[src/rtl/upc_word_scroller_if.sv]
// rtl/upc_word_scroller_if.sv - item code / display bundle for the UPC word scroller
// Purpose: groups the word scroller's control inputs and display outputs.
// Ports (signals):
//   upc[2:0]                  item code
//   hold                      freeze scroll position and divider
//   flash                     blink request (used only with SEG_WORD_BLINK_EN)
//   leds[7*NUM_DISPLAYS-1:0]  active-low segments, digit k at [7k+6:7k]
//   scrolling                 current word is longer than the display
// Modports: master drives upc/hold/flash; slave (the scroller) drives leds/scrolling.
interface upc_word_scroller_if #(
  parameter int NUM_DISPLAYS = 6
);
  logic [2:0]                upc;
  logic                      hold;
  logic                      flash;
  logic [7*NUM_DISPLAYS-1:0] leds;
  logic                      scrolling;

  modport master (output upc, hold, flash, input leds, scrolling);
  modport slave  (input upc, hold, flash, output leds, scrolling);
endinterface

[src/rtl/upc_word_scroller.sv]
// rtl/upc_word_scroller.sv - registered scrolling product-word 7-segment driver
// Purpose: shows the word for the current item code on NUM_DISPLAYS active-low
//   digits; short words are static and left-aligned, long words scroll circularly
//   one character per SCROLL_DIV clocks, with two blanks between repeats.
// Ports:
//   clk    system clock
//   reset  asynchronous, active-high reset
//   bus    upc_word_scroller_if.slave (upc, hold, flash in; leds, scrolling out)
// Optional feature: define SEG_WORD_BLINK_EN to build the flash/blink logic
//   (phase toggles every BLINK_DIV clocks; leds blank in the off phase while flash).
module upc_word_scroller #(
  parameter int NUM_DISPLAYS = 6,
  parameter int SCROLL_DIV   = 25000000,
  parameter int BLINK_DIV    = 12500000
) (
  input logic             clk,
  input logic             reset,
  upc_word_scroller_if.slave bus
);
  localparam int               DIV_W    = $clog2(SCROLL_DIV);
  localparam logic [DIV_W-1:0] DIV_LAST = DIV_W'(SCROLL_DIV - 1);
  localparam logic [3:0]       ND4      = 4'(NUM_DISPLAYS);

  localparam logic [6:0] GL_G  = 7'b0010000;
  localparam logic [6:0] GL_O  = 7'b1000000;
  localparam logic [6:0] GL_A  = 7'b0001000;
  localparam logic [6:0] GL_T  = 7'b0000111;
  localparam logic [6:0] GL_F  = 7'b0001110;
  localparam logic [6:0] GL_I  = 7'b1111011;
  localparam logic [6:0] GL_S  = 7'b0010010;
  localparam logic [6:0] GL_H  = 7'b0001001;
  localparam logic [6:0] GL_P  = 7'b0001100;
  localparam logic [6:0] GL_U  = 7'b1000001;
  localparam logic [6:0] GL_C  = 7'b1000110;
  localparam logic [6:0] GL_B  = 7'b0000011;
  localparam logic [6:0] GL_E  = 7'b0000110;
  localparam logic [6:0] GL_BL = 7'b1111111;

  typedef enum logic [1:0] {ST_BLANK, ST_STATIC, ST_SCROLL} state_t;

  logic [2:0]                code_q;
  logic [2:0]                pos;
  logic [DIV_W-1:0]          div;
  logic [7*NUM_DISPLAYS-1:0] leds_q;
  logic                      scrolling_q;

  state_t                    state;
  logic [7:0][6:0]           word;     // word[i] = glyph of character i, blank past the end
  logic [3:0]                len;
  logic [3:0]                l_total;  // word plus two trailing blanks
  logic [3:0]                idx;
  logic [7*NUM_DISPLAYS-1:0] window;
  logic                      blank_now;

  // Word table and state decode; the state is a pure function of code_q.
  always_comb begin
    word = {8{GL_BL}};
    len  = 4'd0;
    case (code_q)
      3'b000: begin word[0] = GL_G; word[1] = GL_O; word[2] = GL_A; word[3] = GL_T; len = 4'd4; end
      3'b001: begin word[0] = GL_F; word[1] = GL_I; word[2] = GL_S; word[3] = GL_H; len = 4'd4; end
      3'b011: begin
        word[0] = GL_P; word[1] = GL_O; word[2] = GL_T;
        word[3] = GL_A; word[4] = GL_T; word[5] = GL_O; len = 4'd6;
      end
      3'b100: begin
        word[0] = GL_G; word[1] = GL_U; word[2] = GL_C; word[3] = GL_C; word[4] = GL_I; len = 4'd5;
      end
      3'b101: begin
        word[0] = GL_B; word[1] = GL_E; word[2] = GL_A; word[3] = GL_T; word[4] = GL_S; len = 4'd5;
      end
      3'b110: begin word[0] = GL_P; word[1] = GL_E; word[2] = GL_E; word[3] = GL_P; len = 4'd4; end
      default: len = 4'd0;
    endcase
    l_total = len + 4'd2;
    if (len == 4'd0)     state = ST_BLANK;
    else if (len <= ND4) state = ST_STATIC;
    else                 state = ST_SCROLL;
  end

  // Window: leftmost digit shows S[pos]. Only a scrolling word wraps; a static
  // word on a wide display just runs into blanks. pos + j < 2*L when scrolling,
  // so one subtraction is enough for the modulo.
  always_comb begin
    window = '1;
    idx    = '0;
    for (int j = 0; j < NUM_DISPLAYS; j++) begin
      idx = {1'b0, pos} + 4'(j);
      if (state == ST_SCROLL && idx >= l_total) idx = idx - l_total;
      if (idx < len) window[7*(NUM_DISPLAYS-1-j) +: 7] = word[idx[2:0]];
    end
  end

  // Code capture and scroll stepping; a code change beats hold and a step.
  always_ff @(posedge clk or posedge reset) begin
    if (reset) begin
      code_q <= 3'b111;
      pos    <= '0;
      div    <= '0;
    end else if (bus.upc != code_q) begin
      code_q <= bus.upc;
      pos    <= '0;
      div    <= '0;
    end else if (state != ST_SCROLL) begin
      pos <= '0;
      div <= '0;
    end else if (!bus.hold) begin
      if (div == DIV_LAST) begin
        div <= '0;
        pos <= ({1'b0, pos} == l_total - 4'd1) ? 3'd0 : pos + 3'd1;
      end else begin
        div <= div + 1'b1;
      end
    end
  end

`ifdef SEG_WORD_BLINK_EN
  localparam int                 BLINK_W    = (BLINK_DIV > 1) ? $clog2(BLINK_DIV) : 1;
  localparam logic [BLINK_W-1:0] BLINK_LAST = BLINK_W'(BLINK_DIV - 1);

  logic [BLINK_W-1:0] blink_cnt;
  logic               blink_off;

  // Counter and phase idle at zero whenever flash is low, so the word
  // reappears on the very next leds update after flash drops.
  always_ff @(posedge clk or posedge reset) begin
    if (reset || !bus.flash) begin
      blink_cnt <= '0;
      blink_off <= 1'b0;
    end else if (blink_cnt == BLINK_LAST) begin
      blink_cnt <= '0;
      blink_off <= ~blink_off;
    end else begin
      blink_cnt <= blink_cnt + 1'b1;
    end
  end

  assign blank_now = bus.flash & blink_off;
`else
  assign blank_now = bus.flash & 1'b0;
`endif

  always_ff @(posedge clk or posedge reset) begin
    if (reset) begin
      leds_q      <= '1;
      scrolling_q <= 1'b0;
    end else begin
      leds_q      <= blank_now ? '1 : window;
      scrolling_q <= (state == ST_SCROLL);
    end
  end

  assign bus.leds      = leds_q;
  assign bus.scrolling = scrolling_q;
endmodule
[src/flat_wrapper.sv]
// flat-port wrapper written by rule: the top's interface ports become plain ports
module upc_word_scroller_flat 
#(
  parameter int NUM_DISPLAYS = 6,
  parameter int SCROLL_DIV   = 25000000,
  parameter int BLINK_DIV    = 12500000
)
  (clk, reset, bus_upc, bus_hold, bus_flash, bus_leds, bus_scrolling);
  upc_word_scroller_if #(.NUM_DISPLAYS(NUM_DISPLAYS)) bus_i ();
  input logic clk;
  input logic reset;
  input wire logic [$bits(bus_i.upc)-1:0] bus_upc;
  input wire logic [$bits(bus_i.hold)-1:0] bus_hold;
  input wire logic [$bits(bus_i.flash)-1:0] bus_flash;
  output wire logic [$bits(bus_i.leds)-1:0] bus_leds;
  output wire logic [$bits(bus_i.scrolling)-1:0] bus_scrolling;
  assign bus_i.upc = bus_upc;
  assign bus_i.hold = bus_hold;
  assign bus_i.flash = bus_flash;
  assign bus_leds = bus_i.leds;
  assign bus_scrolling = bus_i.scrolling;
  upc_word_scroller #(.NUM_DISPLAYS(NUM_DISPLAYS), .SCROLL_DIV(SCROLL_DIV), .BLINK_DIV(BLINK_DIV)) u_core (.clk(clk), .reset(reset), .bus(bus_i));
endmodule
[config.mk]
export PLATFORM = sky130hd
export DESIGN_NAME = upc_word_scroller_flat
export DESIGN_NICKNAME = d
export VERILOG_FILES = /design/src/rtl/upc_word_scroller_if.sv /design/src/rtl/upc_word_scroller.sv /design/src/flat_wrapper.sv
export SDC_FILE = /design/constraint.sdc
export NUM_CORES = 1
export LEC_CHECK = 0
export CAP_MARGIN = 20
export CORE_ASPECT_RATIO = 0.5
export CORE_MARGIN = 5
export CORE_UTILIZATION = 57
export CTS_BUF_LIST = sky130_fd_sc_hd__clkbuf_16
export CTS_CLUSTER_DIAMETER = 30
export DETAILED_ROUTE_END_ITERATION = 16
export PLACE_DENSITY = 0.87
export SYNTH_ARGS = -nofsm -noshare
export SYNTH_HDL_FRONTEND = slang
export SYNTH_SLANG_ARGS = --single-unit
[constraint.sdc]
create_clock -name clk -period 7.5 [get_ports clk]
set_clock_uncertainty 0.2 [all_clocks]
set_input_delay 2.25 -clock clk [delete_from_list [all_inputs] [get_ports clk]]
set_output_delay 2.25 -clock clk [all_outputs]
set_load 0.005 [all_outputs]
# --- Word level (Yosys, flattened, before mapping) ---
# Cells that the tools add are included.
totals:
  reg_bits: 74
  in_bits: 7
op_classes:
  n_addsub: 15
  n_lt_le_gt_ge: 19
  eq_ne: 11
  n_mux: 39
  n_reduce_logical: 12
ops:
  columns: ["op", "n"]
  rows:
  - ["$pmux 28 s6", 1]
  - ["$bmux 7 s3", 6]
  - ["$mux 25", 4]
  - ["$mux 7", 12]
  - ["$add 25x1->25 const B", 1]
  - ["$eq 25x25->1 const B", 1]
  - ["$lt 3x4->1 const B", 6]
  - ["$lt 4x3->1", 6]
  - ["$mux 4", 6]
  - ["$pmux 7 s3", 1]
  - ["$ge 4x4->1", 5]
  - ["$sub 4x4->4", 5]
  - ["$mux 3", 5]
  - ["$add 3x2->4 const B", 3]
  - ["$eq 3x3->1 const B", 3]
  - ["$pmux 3 s3", 1]
  - ["$add 3x3->4 const B", 2]
  - ["$logic_and 1x1->1", 6]
  - ["$mux 6", 1]
  - ["$add 3x1->4 const B", 1]
  - ["$eq 3x4->1", 1]
  - ["$ge 3x4->1", 1]
  - ["$logic_not 4->1", 1]
  - ["$mux 2", 2]
  - ["15 further kinds", 15]

# --- Depth between registers and ports, before layout ---
depth:
  depth_word: 12
  ltp_mapped: 20
  mapped_depth_nobuf: 17

# --- Worst setup path after synthesis ---
# No wires, ideal clock.
synth_timing:
  path_type: "register to register"
  start: "register u_core.code_q[0]"
  end: "register u_core.leds_q[1] (netlist: u_core.bus.leds[1])"
  setup_ns: 0.082
  arrival_ns: 4.655
  t_required_ns: 7.218
  setup_slack_ns: 2.564
  path_stages_with_launch: 19
  n_path_buf: 5
  period_less_slack_ns: 4.936
  path_cell_list: "dfstp_2 -> clkbuf_1 -> clkbuf_1 -> clkbuf_1 -> buf_1 -> and3b_1 -> ha_1 -> nand2b_1 -> a21oi_1 -> o21ai_1 -> mux2i_2 -> inv_1 -> buf_2 -> ha_1 -> a21o_1 -> a221o_1 -> a21oi_1 -> o21ai_0 -> a211o_1"
synth_between:
  elab_chain_cells: 12
synth_rtl:
  columns: ["element", "line_no", "text"]
  rows:
  - ["from (decl)", "upc_word_scroller.sv:41", "logic [2:0] code_q;"]
  - ["from (signal assigned)", "upc_word_scroller.sv:101", "code_q <= bus.upc;"]
  - ["branches (longest 11 deep; another with $add 3x2->4)", null, null]
  - ["$mux 7 *", "upc_word_scroller.sv:90", "if (idx < len) window[7*(NUM_DISPLAYS-1-j) +: 7] = word[idx[2:0]];"]
  - ["net u_core.window[1]", "upc_word_scroller.sv:52", "logic [7*NUM_DISPLAYS-1:0] window;"]
  - ["to (signal assigned)", "upc_word_scroller.sv:148", "leds_q <= blank_now ? '1 : window;"]
  - ["to (decl)", "upc_word_scroller.sv:44", "logic [7*NUM_DISPLAYS-1:0] leds_q;"]
# Mark *: on every way through the listed nets, which the timed path passes. The select of a mux whose other input is x is not followed.
# A chain may end at the register's enable or synchronous reset.

# --- Final worst setup path ---
layout_timing:
  start: "register u_core.pos[1]"
  end: "register u_core.leds_q[30] (netlist: u_core.bus.leds[30])"
layout_between:
  elab_chain_cells: 7
layout_rtl:
  columns: ["element", "line_no", "text"]
  rows:
  - ["from (decl)", "upc_word_scroller.sv:42", "logic [2:0] pos;"]
  - ["from (signal assigned)", "upc_word_scroller.sv:110", "pos <= ({1'b0, pos} == l_total - 4'd1) ? 3'd0 : pos + 3'd1;"]
  - ["$add 3x1->4 *", "upc_word_scroller.sv:88", "idx = {1'b0, pos} + 4'(j);"]
  - ["$ge 4x4->1", "upc_word_scroller.sv:89", "if (state == ST_SCROLL && idx >= l_total) idx = idx - l_total;"]
  - ["$logic_and 1x1->1", "upc_word_scroller.sv:89", null]
  - ["$mux 4 *", "upc_word_scroller.sv:89", null]
  - ["$bmux 7 s3", "upc_word_scroller.sv:90", null]
  - ["$mux 7 (not written as such)", "upc_word_scroller.sv:90", null]
  - ["$mux 7 *", "upc_word_scroller.sv:90", null]
  - ["net u_core.window[30]", "upc_word_scroller.sv:52", null]
# The timed path passes the listed nets; every way through them passes the cells marked *. The select of a mux whose other input is x is not followed.

==> impl.org <==
** STA
- Count of pins over their slew limit :: 0
- Setup total negative slack on the finished layout was measured at 0 ns.
- Final critical-path share of the clock period :: 0.793
- Final worst path period need :: 5.95 ns
- Headroom to the max-slew limit came out at 0.301.
- Final number of hold-violating endpoints :: 0
- Unrepaired setup endpoints after global routing :: false
- Worst Tran Pin Value :: 1.02 ns
- Setup violations remaining at the end of the flow were counted as 0.
- Based on the critical path, the design can be clocked at up to 0.168 GHz.

** Detailed routing
- Post-detailed-route via-to-cell ratio :: 6.95
- In the final routed layout, each cell accounts on average for 21.1 µm.
- In this run, the number of DRC markers left after iteration 0 of detailed routing was 1168.
- Once detail routing completed, the nets flagged for antenna violations numbered 0.
- The routed design has 19500 µm of wire.
- Vias :: 6432
- For this run, the detailed router's first-pass iteration total came to 7.
- After detailed routing, the number of remaining DRC violations is 0.

** GRT
- Most heavily used metal layer in global routing :: met1
- Met2 layer usage reported by global route :: 0.426
- M1 GR Usage :: 0.427
- Overall overflow remaining after global route :: 0
- Maximum number of pins on one net before global-route repair :: 75
- The number of global-route vias before repair is 5836.
- Number of antenna violations at the first check in global routing :: 0
- For this run, global-route usage on met3 was measured as 0.0860.
- Across every metal layer, demand over resource in global routing totals 0.293.
- The first global-routing pass estimated 31300 µm of wire.

** Synthesis
- Mean instance size in the synthesized netlist :: 8.31 µm²
- Most frequent cell after synthesis :: o21ai_0
- By area the synthesized netlist is led by dfstp_2 (19%), dfrtp_1 (12%), ha_1 (7.4%).
- Mapped Area :: 0.00627 mm²
- Synthesized net count :: 801
- Library cell occupying the most area in the post-synthesis netlist :: dfstp_2
- Number of enable-type register cells in the synthesized netlist :: 0
- Post-synthesis instance total :: 755
- By count the netlist is led by o21ai_0 (67), nor2_1 (61), nand2_1 (59).
- Flop and latch count out of synthesis :: 74
- Proportion of synthesized chip area in sequential cells :: 0.304
- In the synthesized netlist the dominant register cell turns out to be dfstp_2.
- The share of synthesized area in the top cell type comes to 0.188.
- After synthesis, the share of flip-flops with an asynchronous set or reset is 1.00.
- During synthesis, Yosys emitted a total of 0 warnings.
- Synthesis instantiated 90 different standard cells from the library.

** Critical path
- On the worst path, the slowest cell contributes a delay of 0.88 ns.
- Traced cell by cell, the critical path runs through inv_1 -> ha_1 -> fa_1 -> nor2_1 -> a21oi_1 -> o21ai_2 -> mux2i_1 -> inv_1 -> ha_1 -> a21o_1 -> a221oi_1 -> o21ai_0 -> a311o_1 -> a211o_1.
- Top fanout value on the critical path :: 26
- Reg2Reg Setup Slack :: 1.55 ns
- Measured in cells, the most critical reg-to-reg path has a length of 14.
- Required time worst endpoint :: 7.57 ns
- Arrival @ worst endpoint :: 6.02 ns
- The worst setup path is captured at a register.
- In this run the critical register-to-register path is launched from u_core.pos[1].
- Cell type of the slowest stage on the worst timing path :: dfrtp_1
- The worst setup path is launched from a register.
- The worst setup path is of the reg -> reg kind.
- Reg-to-reg endpoint :: u_core.bus.leds[30]

** Clock network
- Number of buffers between clock root and the deepest sink :: 2
- Clock latency reported for the late side of the worst-skew pair :: 0.34 ns
- After clock tree synthesis, the clock-pin slew on the worst setup and hold paths is 0.06 ns.
- Once the clock tree was built, the resizer swapped 0 gates to a different size.
- TritonCTS built the clock tree.
- Clock Root Buffer :: clkbuf_16
- The number of clock buffers added by TritonCTS is 9.
- Once the clock tree was built, the setup fixing pass inserted 0 buffers.
- In this run, post-CTS hold repair placed 0 buffers.
- Depth of the CTS H-tree :: 3
- The clock net in this run drives a total of 74 sinks.

** Min path
- The path with the worst hold slack has its endpoint at u_core.div[24].
- Along the worst hold path, the cell count comes to 1.
- The worst hold path belongs to the class reg -> reg.
- In this run the most critical hold path is launched from u_core.div[24].

** Die
- The initialized floorplan defines 27 standard-cell rows.
- The die is 158 µm wide.
- The die is 84.2 µm tall.
- Die ar. :: 0.0133 mm²
- The initial utilization of the core area, before any placement, comes to 0.577.
- IO Count :: 50
- The core region is 0.0109 mm².

** Placed design
- Half-perimeter wire length after detailed placement :: 13000 µm
- IO buf count :: 48
- GPL Wtd Cong :: 1.02
- After detailed placement, the total cell area comes to 0.00680 mm².

** Final layout
- Area used by multi-input combinational logic :: 0.00402 mm²
- Antenna cell count :: 0
- The final layout contains 821 nets.
- Post-route core utilization :: 0.652
- Layout filler cell count :: 885
- Of the cells placed in the final design, the portion with a size suffix greater than 1 is 0.129.
- In the final layout, flip-flops and latches occupy 0.00191 mm².
- Area growth from synthesis to final layout :: 13.1%
- With fillers left out, the area of the finished cells amounts to 0.00710 mm².

** Power
- Static Leakage :: 0.00288 µW
- Power per unit of standard cell area :: 160 mW/mm²
- Across the VDD grid, the largest voltage drop is 104 µV.

** Job
- Max-cap violations in this run came to 0.

** Status
- Status :: finished, final reports clean
critical path, delay by kind of cell (launching register included):
kind | cells | cell delay (ns)
and+or+nand+nor | 1 | 0.13
adders and majority gates | 3 | 1.48
AOI/OAI and AO/OA | 7 | 1.84
DFF | 1 | 0.88
muxes | 1 | 0.62
buffers and inverters | 2 | 0.72
state kept, by name, summed over array words and instances, names as in the netlist:
name,count
u_core.div,25
u_core.code_q,3
u_core.bus.leds,42
u_core.bus.scrolling,1
u_core.pos,3
where the power goes:
part	switching (µW)	leakage [µW]	internal (µW)
combinational	141	0.00185	105
sequential	14.2	0.000879	440
clock	180	0.000147	257
cells in the final DEF, fill, tap and decap left out, types with 11 or more instances in the layout:
cell type,Yosys,routed
clkdlybuf4s50_1,0,48
a21oi_1,58,58
o211ai_1,12,12
nand3_1,31,31
xnor2_1,13,13
inv_1,23,23
dfstp_2,45,45
mux2i_1,14,14
o31ai_1,12,12
nor2_1,61,61
nor3_1,14,14
nand2_1,59,59
ha_1,37,37
nand2b_1,13,13
o21ai_0,67,67
a21o_1,13,13
buf_4,2,13
a211oi_1,11,11
xor2_1,20,20
dfrtp_1,29,29
per-stage QoR:
step	power [µW]	hold slack, ns	std cells	setup WS, ns
final	1140	0.300	925	1.55
after global routing	1180	0.341	925	1.18
after floorplan	599	0.247	755	2.56
after CTS	1140	0.305	925	1.71
after detailed placement	696	0.285	909	1.74
after global placement	692	0.274	909	1.79
logic make-up after synthesis:
| logic type | count (synthesis) | synth area share |
|---|---|---|
| xor gates and xnor gates | 33 | 0.0461 |
| and+or+nand+nor | 232 | 0.186 |
| AOI/OAI and AO/OA | 273 | 0.293 |
| adders and majority gates | 41 | 0.0836 |
| DFF | 74 | 0.304 |
| muxes | 19 | 0.0327 |
| buffers and inverters | 83 | 0.0552 |
per-layer routing:
| layer | up-vias | share of wire |
|---|---|---|
| met5 | - | 0 |
| met4 | 0 | 0.031 |
| met3 | 90 | 0.13 |
| met2 | 484 | 0.42 |
| met1 | 3012 | 0.42 |
| li1 | 2846 | - |
worst max path at each step:
| stage | from | endpoint | slack (ns) |
|---|---|---|---|
| global placement | u_core.pos[1] | u_core.bus.leds[30] | 1.79 |
| CTS | u_core.pos[1] | u_core.bus.leds[30] | 1.71 |
| global route | u_core.pos[1] | u_core.bus.leds[1] | 1.18 |
| floorplan | u_core.code_q[0] | u_core.bus.leds[1] | 2.56 |
| finish | u_core.pos[1] | u_core.bus.leds[30] | 1.55 |
| detailed placement | u_core.pos[1] | u_core.bus.leds[30] | 1.74 |
cell type report:
type	count	area share
clock inverters	7	0.00970
clock buffers	9	0.0317
multi-input cells	598	0.566
inverters	31	0.0164
repair buffers	61	0.0815
well taps	145	0.0256
flip-flops and latches	74	0.269
(Power assumes the default switching activity.)
